`config.mk`:
```
export PLATFORM = sky130hd
export DESIGN_NAME = rs_trig_sched
export DESIGN_NICKNAME = d
export VERILOG_FILES = /design/src/rtl/rs_trig_sched.sv
export SDC_FILE = /design/constraint.sdc
export NUM_CORES = 1
export LEC_CHECK = 0
export CORE_MARGIN = 2
export CORE_UTILIZATION = 50
export DETAILED_ROUTE_END_ITERATION = 10
export HOLD_SLACK_MARGIN = 0.15
export PLACE_DENSITY_LB_ADDON = 0.25
export RECOVER_POWER = 50
export SLEW_MARGIN = 15
export SYNTH_ARGS = -nofsm -noshare
export SYNTH_HDL_FRONTEND = slang
export SYNTH_SLANG_ARGS = --single-unit
```
`constraint.sdc`:
```
create_clock -name clk -period 3.4 [get_ports clk]
set_clock_uncertainty 0.1 [all_clocks]
set_input_delay 0.68 -clock clk [delete_from_list [all_inputs] [get_ports clk]]
set_output_delay 0.68 -clock clk [all_outputs]
set_load 0.02 [all_outputs]
```
`src/rtl/rs_trig_sched.sv`:
```
// ----------------------------------------------------------------------------
// rs_trig_sched
//
// Round-robin scheduler that lets N_REQ requesters share one clocked RS
// trigger. A granted set/clear request becomes a clean S or R pulse of
// PULSE_W cycles. The pulse is followed by GAP_W cycles with S=R=0 and then
// a one-cycle CHECK of the trigger's Q/Qn feedback against the expected
// state. S and R are never high together.
//
// Parameters:
//   N_REQ    number of requesters (2..8)
//   PULSE_W  S/R pulse width in clk cycles (1..15)
//   GAP_W    idle cycles with S=R=0 after each pulse (1..15)
//
// Ports:
//   clk       system clock, rising edge
//   rst_n     asynchronous reset, active low
//   set_req   per-requester set request, held until granted
//   clr_req   per-requester clear request, held until granted
//   err_clr   synchronous clear of err
//   grant     one-hot, 1-cycle pulse to the accepted requester
//   s_out     S drive to the RS trigger
//   r_out     R drive to the RS trigger
//   q_fb      trigger Q feedback
//   qn_fb     trigger Qn feedback
//   busy      high in any state except IDLE
//   q_exp     expected trigger state
//   conflict  1-cycle pulse: a requester had set and clear high in IDLE
//   err       sticky feedback mismatch flag
//
// Optional feature (macro RS_SKIP_REDUNDANT_EN):
//   When defined, a request that already matches q_exp is granted but
//   issues no pulse, and the FSM stays in IDLE.
// ----------------------------------------------------------------------------
module rs_trig_sched #(
    parameter int N_REQ   = 4,
    parameter int PULSE_W = 2,
    parameter int GAP_W   = 1
) (
    input  logic             clk,
    input  logic             rst_n,
    input  logic [N_REQ-1:0] set_req,
    input  logic [N_REQ-1:0] clr_req,
    input  logic             err_clr,
    output logic [N_REQ-1:0] grant,
    output logic             s_out,
    output logic             r_out,
    input  logic             q_fb,
    input  logic             qn_fb,
    output logic             busy,
    output logic             q_exp,
    output logic             conflict,
    output logic             err
);

    localparam int PTR_W = (N_REQ > 1) ? $clog2(N_REQ) : 1;

    typedef enum logic [1:0] {
        IDLE  = 2'd0,
        PULSE = 2'd1,
        GAP   = 2'd2,
        CHECK = 2'd3
    } state_t;

    state_t state, next_state;

    logic [3:0]       cnt, cnt_d;
    logic [PTR_W-1:0] ptr, ptr_d;
    logic [PTR_W-1:0] cand, sel_idx;
    logic [N_REQ-1:0] eligible;
    logic             found, sel_set;
    logic             start, launch, redundant;
    logic             cmd_set, cmd_set_d;
    logic             mismatch;

    logic [N_REQ-1:0] grant_d;
    logic             s_d, r_d, busy_d, q_exp_d, conflict_d, err_d;

    // A requester raising both set and clear is ambiguous and is skipped.
    assign eligible = set_req ^ clr_req;

    // Round-robin search: the first eligible requester at or after ptr wins.
    always_comb begin
        found   = 1'b0;
        sel_idx = '0;
        sel_set = 1'b0;
        cand    = '0;
        for (int k = 0; k < N_REQ; k++) begin
            cand = PTR_W'((int'(ptr) + k) % N_REQ);
            if (!found && eligible[cand]) begin
                found   = 1'b1;
                sel_idx = cand;
                sel_set = set_req[cand];
            end
        end
    end

`ifdef RS_SKIP_REDUNDANT_EN
    // A command that would not change the trigger is acknowledged only.
    assign redundant = (sel_set == q_exp);
`else
    assign redundant = 1'b0;
`endif

    assign start  = (state == IDLE) && found;
    assign launch = start && !redundant;

    // State register.
    always_ff @(posedge clk or negedge rst_n) begin
        if (!rst_n) begin
            state <= IDLE;
        end else begin
            state <= next_state;
        end
    end

    // Next-state logic; cnt counts cycles spent inside PULSE and GAP.
    always_comb begin
        next_state = state;
        cnt_d      = cnt;
        case (state)
            IDLE: begin
                if (launch) begin
                    next_state = PULSE;
                    cnt_d      = '0;
                end
            end
            PULSE: begin
                if (cnt == 4'(PULSE_W - 1)) begin
                    next_state = GAP;
                    cnt_d      = '0;
                end else begin
                    cnt_d = cnt + 4'd1;
                end
            end
            GAP: begin
                if (cnt == 4'(GAP_W - 1)) begin
                    next_state = CHECK;
                    cnt_d      = '0;
                end else begin
                    cnt_d = cnt + 4'd1;
                end
            end
            CHECK: begin
                next_state = IDLE;
            end
            default: begin
                next_state = IDLE;
            end
        endcase
    end

    // Output logic computes next-cycle values so every output is a flop.
    // S/R are derived from next_state, so both can only be high in PULSE,
    // and cmd_set picks exactly one of them.
    always_comb begin
        grant_d = '0;
        if (start) begin
            grant_d[sel_idx] = 1'b1;
        end
        cmd_set_d  = launch ? sel_set : cmd_set;
        s_d        = (next_state == PULSE) && cmd_set_d;
        r_d        = (next_state == PULSE) && !cmd_set_d;
        busy_d     = (next_state != IDLE);
        q_exp_d    = launch ? sel_set : q_exp;
        ptr_d      = ptr;
        if (start) begin
            ptr_d = (sel_idx == PTR_W'(N_REQ - 1)) ? '0 : sel_idx + 1'b1;
        end
        conflict_d = (state == IDLE) && (|(set_req & clr_req));
        mismatch   = (state == CHECK) && ((q_fb != q_exp) || (qn_fb != ~q_exp));
        // A mismatch in the same cycle as err_clr must not be lost.
        err_d      = mismatch ? 1'b1 : (err_clr ? 1'b0 : err);
    end

    // Output and datapath registers.
    always_ff @(posedge clk or negedge rst_n) begin
        if (!rst_n) begin
            grant    <= '0;
            s_out    <= 1'b0;
            r_out    <= 1'b0;
            busy     <= 1'b0;
            q_exp    <= 1'b0;
            conflict <= 1'b0;
            err      <= 1'b0;
            ptr      <= '0;
            cnt      <= '0;
            cmd_set  <= 1'b0;
        end else begin
            grant    <= grant_d;
            s_out    <= s_d;
            r_out    <= r_d;
            busy     <= busy_d;
            q_exp    <= q_exp_d;
            conflict <= conflict_d;
            err      <= err_d;
            ptr      <= ptr_d;
            cnt      <= cnt_d;
            cmd_set  <= cmd_set_d;
        end
    end

endmodule

```
==> results of run 1 <==
## stage by stage
stage | hold slack (ps) | power [mW]
2_1_floorplan | 284.4 | 0.8568
3_3_place_gp | 416.7 | 1.045
3_5_place_dp | 423.4 | 1.074
4_1_cts | 441.5 | 1.187
5_1_grt | 469.3 | 1.288
6_report | 431.2 | 1.178
## layout by cell type, fill, tap and decap left out, types with 3 or more instances in the layout
cell             instances
dlygate4sd3_1            6
and2_1                   5
ha_1                    16
clkdlybuf4s50_1         16
dfrtp_1                 19
inv_1                   10
nor2_1                   8
nor2b_1                  3
nand2b_1                 4
o21ai_0                  9
a21oi_1                  4
nand3_1                  4
nand2_1                 15
o2bb2ai_1                3
clkbuf_4                 3
nand3b_1                 3
buf_4                    3
mux2i_1                  4
## sequential cells by signal (all words and copies together), names as in the netlist
signal / flops
err: 1
s_out: 1
r_out: 1
cnt: 4
grant: 4
q_exp: 1
busy: 1
state: 2
cmd_set: 1
conflict: 1
ptr: 2
## area by class of cell
| type | instances | area (um^2) |
|---|---|---|
| fill | 248 | 1041 |
| tap | 31 | 38.79 |
| timing repair buffer | 25 | 242.7 |
| multi-input combinational | 112 | 823.3 |
| clock inverter | 1 | 5.005 |
| sequential | 19 | 475.5 |
| clock buffer | 3 | 22.52 |
| inverter | 10 | 37.54 |
## metal layers
metal  up-vias  GRT usage [%]
met1       535          23.07
met5         -              0
met2        34          32.72
li1        574              -
met4         0          7.143
met3         8          3.456
## cell families after synthesis
group / Yosys count / synth area share (%)
compound gates: 33 / 17.38
buf+inv: 19 / 6.063
mux: 4 / 2.896
fa+ha+maj: 16 / 14.48
simple gates: 59 / 24.80
flops: 19 / 34.39
## worst paths after layout
path,from,end,slack [ps],depth (start not counted)
setup / recovery,set_req[1],r_out$_DFF_PN0_,550,6
hold / removal,err$_DFFE_PN0P_,err$_DFFE_PN0P_,430,2
setup reg to reg,ptr[0]$_DFFE_PN0P_,r_out$_DFF_PN0_,1260,5
hold reg to reg,err$_DFFE_PN0P_,err$_DFFE_PN0P_,430,2
max in group asynchronous,rst_n,r_out$_DFF_PN0_,1850,1
min in group asynchronous,rst_n,busy$_DFF_PN0_,830,1
## where the power goes
part | switching (mW) | internal (mW)
logic | 0.352 | 0.311
clock network | 0.0725 | 0.0438
registers | 0.0887 | 0.310
total | 0.513 | 0.665
## tightest hold or removal path, cell delays in order, from the launching register on
cell and delay (ps):
dfrtp_1 390, inv_1 50, o21ai_0 60
==> impl_results.md, run 1 <==
* Top cell type by total area after synthesis: dfrtp_1
* Cells after Synth at 150
* Max IR drop VDD at 0.0004313 V
* Vias in the first global route at 1,136
* CP Capture Type: flip-flop
* CP Max Fanout at 12
* CP max stage delay at 600 ps
* FP Rows at 19
* Mapped cell area at 1383 um^2
* Flops & latches, synth at 19
* TritonCTS clock tree: done
* Max clock buf depth at 2
* Die footprint at 3202 um^2
* Overall routing resource usage at between 10% and 20%
* Setup Fix Bufs, Post-CTS at 0
* Post-Layout Cell Count at 201
* Number of H-tree levels at 1
* CP Buf/Inv Count at 1
* Die X at 56.59 um
* Post-DP Area at 1618 um^2
* Sequential area share after synthesis at roughly 34%
* Setup WS pre-CTS at 269.9 ps
* Crit path DAT at 2950 ps
* Synth cell count leaders: dfrtp_1, ha_1, nand2_1
* Main synth FF type: dfrtp_1
* Starting density of the core at about half
* Slew at the pin closest to its max-slew limit at 860.3 ps
* Final Util at 61.25%
* Critical path required time at 3500 ps
* Global route overflow at 0
* Final Hold Fails at 0
* Post-cts sizing count at 0
* Root Driver: clkbuf_4
* Ranking of synthesized cells by area: dfrtp_1, ha_1, nand2_1
* Final setup TNS at 0 ps
* Total number of yosys warnings at 0
* EDFF count, synth at 0
* Layout cell share with drive strength beyond 1 at 8.235%
* Cts hold-fix bufs at 0
* DRC at 0
* First-pass GRT wire length at 4878 um
* DP HPWL at 2112 um
* CP Class: in2reg
* Final worst path period need at ~2900 ps
* Core area at 2686 um^2
* Class of the worst hold path: reg2reg
* CTS clk-pin slew, worst paths at 110 ps
* Outcome: finished clean
* Crit path cell chain: dlygate4sd3_1 -> ha_1 -> or4b_1 -> o211ai_1 -> a31oi_1 -> and3b_1
* Gp weighted congestion at 0.8580
* Post-route cell area at 1645 um^2
* Max Cap Violations at 0
* DR iter-0 viols at 27
* Endpoints failing setup at 0
* Top-count cell post-synth: dfrtp_1
* Nets@finish at 200
* Fin. max-slew vios at 0
* Synth cell types at 45
* WL/cell at 13.53 um
* Die Ht at 56.59 um
* Pin count of the biggest net entering global routing at 20
* Detailed-route wire length at 2720 um
* Routed Antenna Nets at 0
* Area Growth Syn to Fin at 19.00%
* Clk_lat worst skew at about 300 ps
* Avg Cell Area, Syn at 9.217 um^2
* # diodes at 0
* Initial DRT Pass Iterations at 4
* CP startpoint kind: primary input
* F_max at 350.5 MHz
* Total number of vias at 1,151
* CTS sink cnt at 19
* CP top delay family: simple AND/OR/NAND/NOR gates
* Placed cells at 197
* RSZ-0062 raised after global routing: no
* Share of the synthesized area in the top cell type at 34.39%
* Initial antenna violation count at 0
* Relative max-transition margin at 42.45%
* Met3 routed WL at 128 um
* Syn nets at 179
* Worst setup margin at 547.1 ps
* Leakage at 0.7449 nW
* Pwr/cell area at slightly above 700 nW/um^2
* Vias per cell at 5.726
* FFs w/ async S/R, synth at 100.0%
* Wire length on met1 at 1275 um
* IO Pins at 23
* Fin crit share at 83.91%
* Port buffer count at 22
* Slowest CP cell: dlygate4sd3_1
* Top Metal Used: met4
* CTS buffer count at 3
* WL met2 at ~1300 um
Power figures use the tool's default switching activity.
==> run 2, diff against run 1 <==
- clock period: 3.4 -> 2.9 ns (I/O delays scaled with it)
==> run 2 against run 1 <==
Against the previous run:
- cell area is 2.7% higher
- wire length is 7.3% higher
- worst hold slack improved by 6.2 ps
- combinational power grew 24%
- power up 19%
- register-to-register slack got worse by 420 ps
- die area is the same
- clock-buffer cell count rose by 1
- worst setup slack lost 260 ps
- critical endpoint is now s_out$_DFF_PN0_
==> impl_results.md, run 2 (same netlist as run 1, synthesis figures left out) <==
* Max IR drop VDD at 0.0006018 V
* # diodes at 0
* Final worst path period need at 2610 ps
* Hold endpoint: err$_DFFE_PN0P_
* Pwr/cell area at slightly above 800 nW/um^2
* Die X at roughly 57 um
* Reg2reg setup slack at 840 ps
* Clk_lat worst skew at 290 ps
* Outcome: finished clean
* Final Hold Fails at 0
* Layout cell share with drive strength beyond 1 at roughly 11%
* Number of H-tree levels at 1
* CP Capture Type: flip-flop
* Worst Reg-to-Reg Cells at 5
* Final setup TNS at 0 ps
* Routed Antenna Nets at 0
* Final Util at 62.88%
* CP startpoint kind: primary input
* Global route overflow at 0
* Slowest CP cell: dlygate4sd3_1
* F_max at 383.2 MHz
* Critical path required time at ~3000 ps
* Detailed-route wire length at 2918 um
* First-pass GRT wire length at between 5000 and 6000 um
* Post-route cell area at 1689 um^2
* Fin. max-slew vios at 0
* DR iter-0 viols at 23
* Relative max-transition margin at 43.26%
* IO Pins at 23
* CP Buf/Inv Count at 1
* CP Class: in2reg
* Met3 routed WL at 89 um
* FP Rows at 19
* Fin crit share at around nine tenths
* Max clock buf depth at 2
* Switch Pwr at 608.2 uW
* Net Sw Frac at between 40% and 50%
* Combinational Power Share at about three fifths
* Die footprint at 3202 um^2
* Area Growth Syn to Fin at 22.17%
* Core area at around 2700 um^2
* Vias per cell at 5.768
* Initial antenna violation count at 0
* Vias in the first global route at 1,186
* Wire length on met1 at roughly 1300 um
* Commonest non-fill, non-tap cells in the layout: dfrtp_1, ha_1, clkdlybuf4s50_1
* Class of the worst hold path: reg2reg
* Crit path DAT at 2710 ps
* Starting density of the core at 51.47%
* Initial DRT Pass Iterations at 4
* Top Metal Used: met4
* DRC at 0
* Overall routing resource usage at 20.15%
* CP top delay family: compound AO/OA/AOI/OAI gates
* Nets@finish at 206
* Most common cell after layout, fill and taps aside: dfrtp_1
* Max Cap Violations at 0
* Placed cells at 203
* Pin count of the biggest net entering global routing at 20
* Endpoints failing setup at 0
* Port buffer count at 22
* TritonCTS clock tree: done
* Clock Power Share at 9.6%
* CTS clk-pin slew, worst paths at 100 ps
* R2R Path Start: ptr[1]$_DFFE_PN0P_
* WL/cell at 14.10 um
* Die Ht at 56.59 um
* Leakage at ~0.77 nW
* CP max stage delay at 600 ps
* Reg-to-reg critical path endpoint: s_out$_DFF_PN0_
* Worst Hold Slack at between 400 and 500 ps
* Total number of vias at about 1,200
* Post-Layout Cell Count at about 210
* Post-cts sizing count at 0
* Gp weighted congestion at 0.8718
* Setup Fix Bufs, Post-CTS at 0
* Crit path cell chain: dlygate4sd3_1 -> ha_1 -> or4b_1 -> o211ai_1 -> a31oi_1 -> o21ai_0
* Layout fillers at 231
* Cts hold-fix bufs at 0
* CTS sink cnt at 19
* CP Max Fanout at 5
* Post-DP Area at 1663 um^2
* Min-Delay Path Depth at 2
* Root Driver: clkbuf_4
* Hold_sp: err$_DFFE_PN0P_
* WL met2 at 1500 um
* CTS buffer count at 3
* Flop pwr share at 31.9%
* Biggest regs: cnt x4, grant x4
* RSZ-0062 raised after global routing: no
* Internal power at ~800 uW
* DP HPWL at 2300 um
* Slew at the pin closest to its max-slew limit at 848.2 ps
-- run 2: cell count changes in the layout (fill, tap and decap cells not counted), sizes merged --
cell / delta
clkbuf: +1
clkinv: -1
buf: +6
-- run 2: area by class of cell --
class | count | area, um^2 | area share (%)
tap | 31 | 38.79 | 2.296
inverter | 10 | 37.54 | 2.222
clock buffer | 4 | 26.28 | 1.556
multi-input combinational | 112 | 823.3 | 48.74
timing repair buffer | 31 | 287.8 | 17.04
sequential | 19 | 475.5 | 28.15
-- run 2: stage by stage --
step           power (mW)  setup slack [ps]
2_1_floorplan       1.005             471.8
3_3_place_gp        1.248             102.3
3_5_place_dp        1.293             16.83
4_1_cts             1.425             310.4
5_1_grt             1.538             186.0
6_report            1.405             290.3
-- run 2: tightest hold or removal path, cell delays in order (launching register included) --
cell and delay [ps]:
dfrtp_1 390, inv_1 50, o21ai_0 60
-- run 2: worst max-delay path by stage --
stage | cells past startpoint | startpoint | slack, ps | endpoint
finish | 6 | set_req[1] | 290 | s_out$_DFF_PN0_
global route | 6 | set_req[1] | 190 | s_out$_DFF_PN0_
CTS | 7 | set_req[0] | 310 | s_out$_DFF_PN0_
detailed placement | 7 | set_req[0] | 20 | s_out$_DFF_PN0_
global placement | 7 | set_req[2] | 100 | r_out$_DFF_PN0_
floorplan | 8 | set_req[1] | 470 | grant[0]$_DFF_PN0_
-- run 2: layer usage --
layer,vias to the layer above,GRT usage [%]
met2,27,36.05
met4,0,8.503
li1,586,-
met3,2,3.226
met5,-,0
met1,579,23.57
-- run 2: power by group through the flow --
stage	Clock (mW)	Sequential (mW)	Combinational, mW
floorplan	0	0.491	0.514
global placement	0	0.447	0.801
detailed placement	0	0.455	0.838
CTS	0.136	0.448	0.840
global route	0.151	0.462	0.925
finish	0.135	0.448	0.822
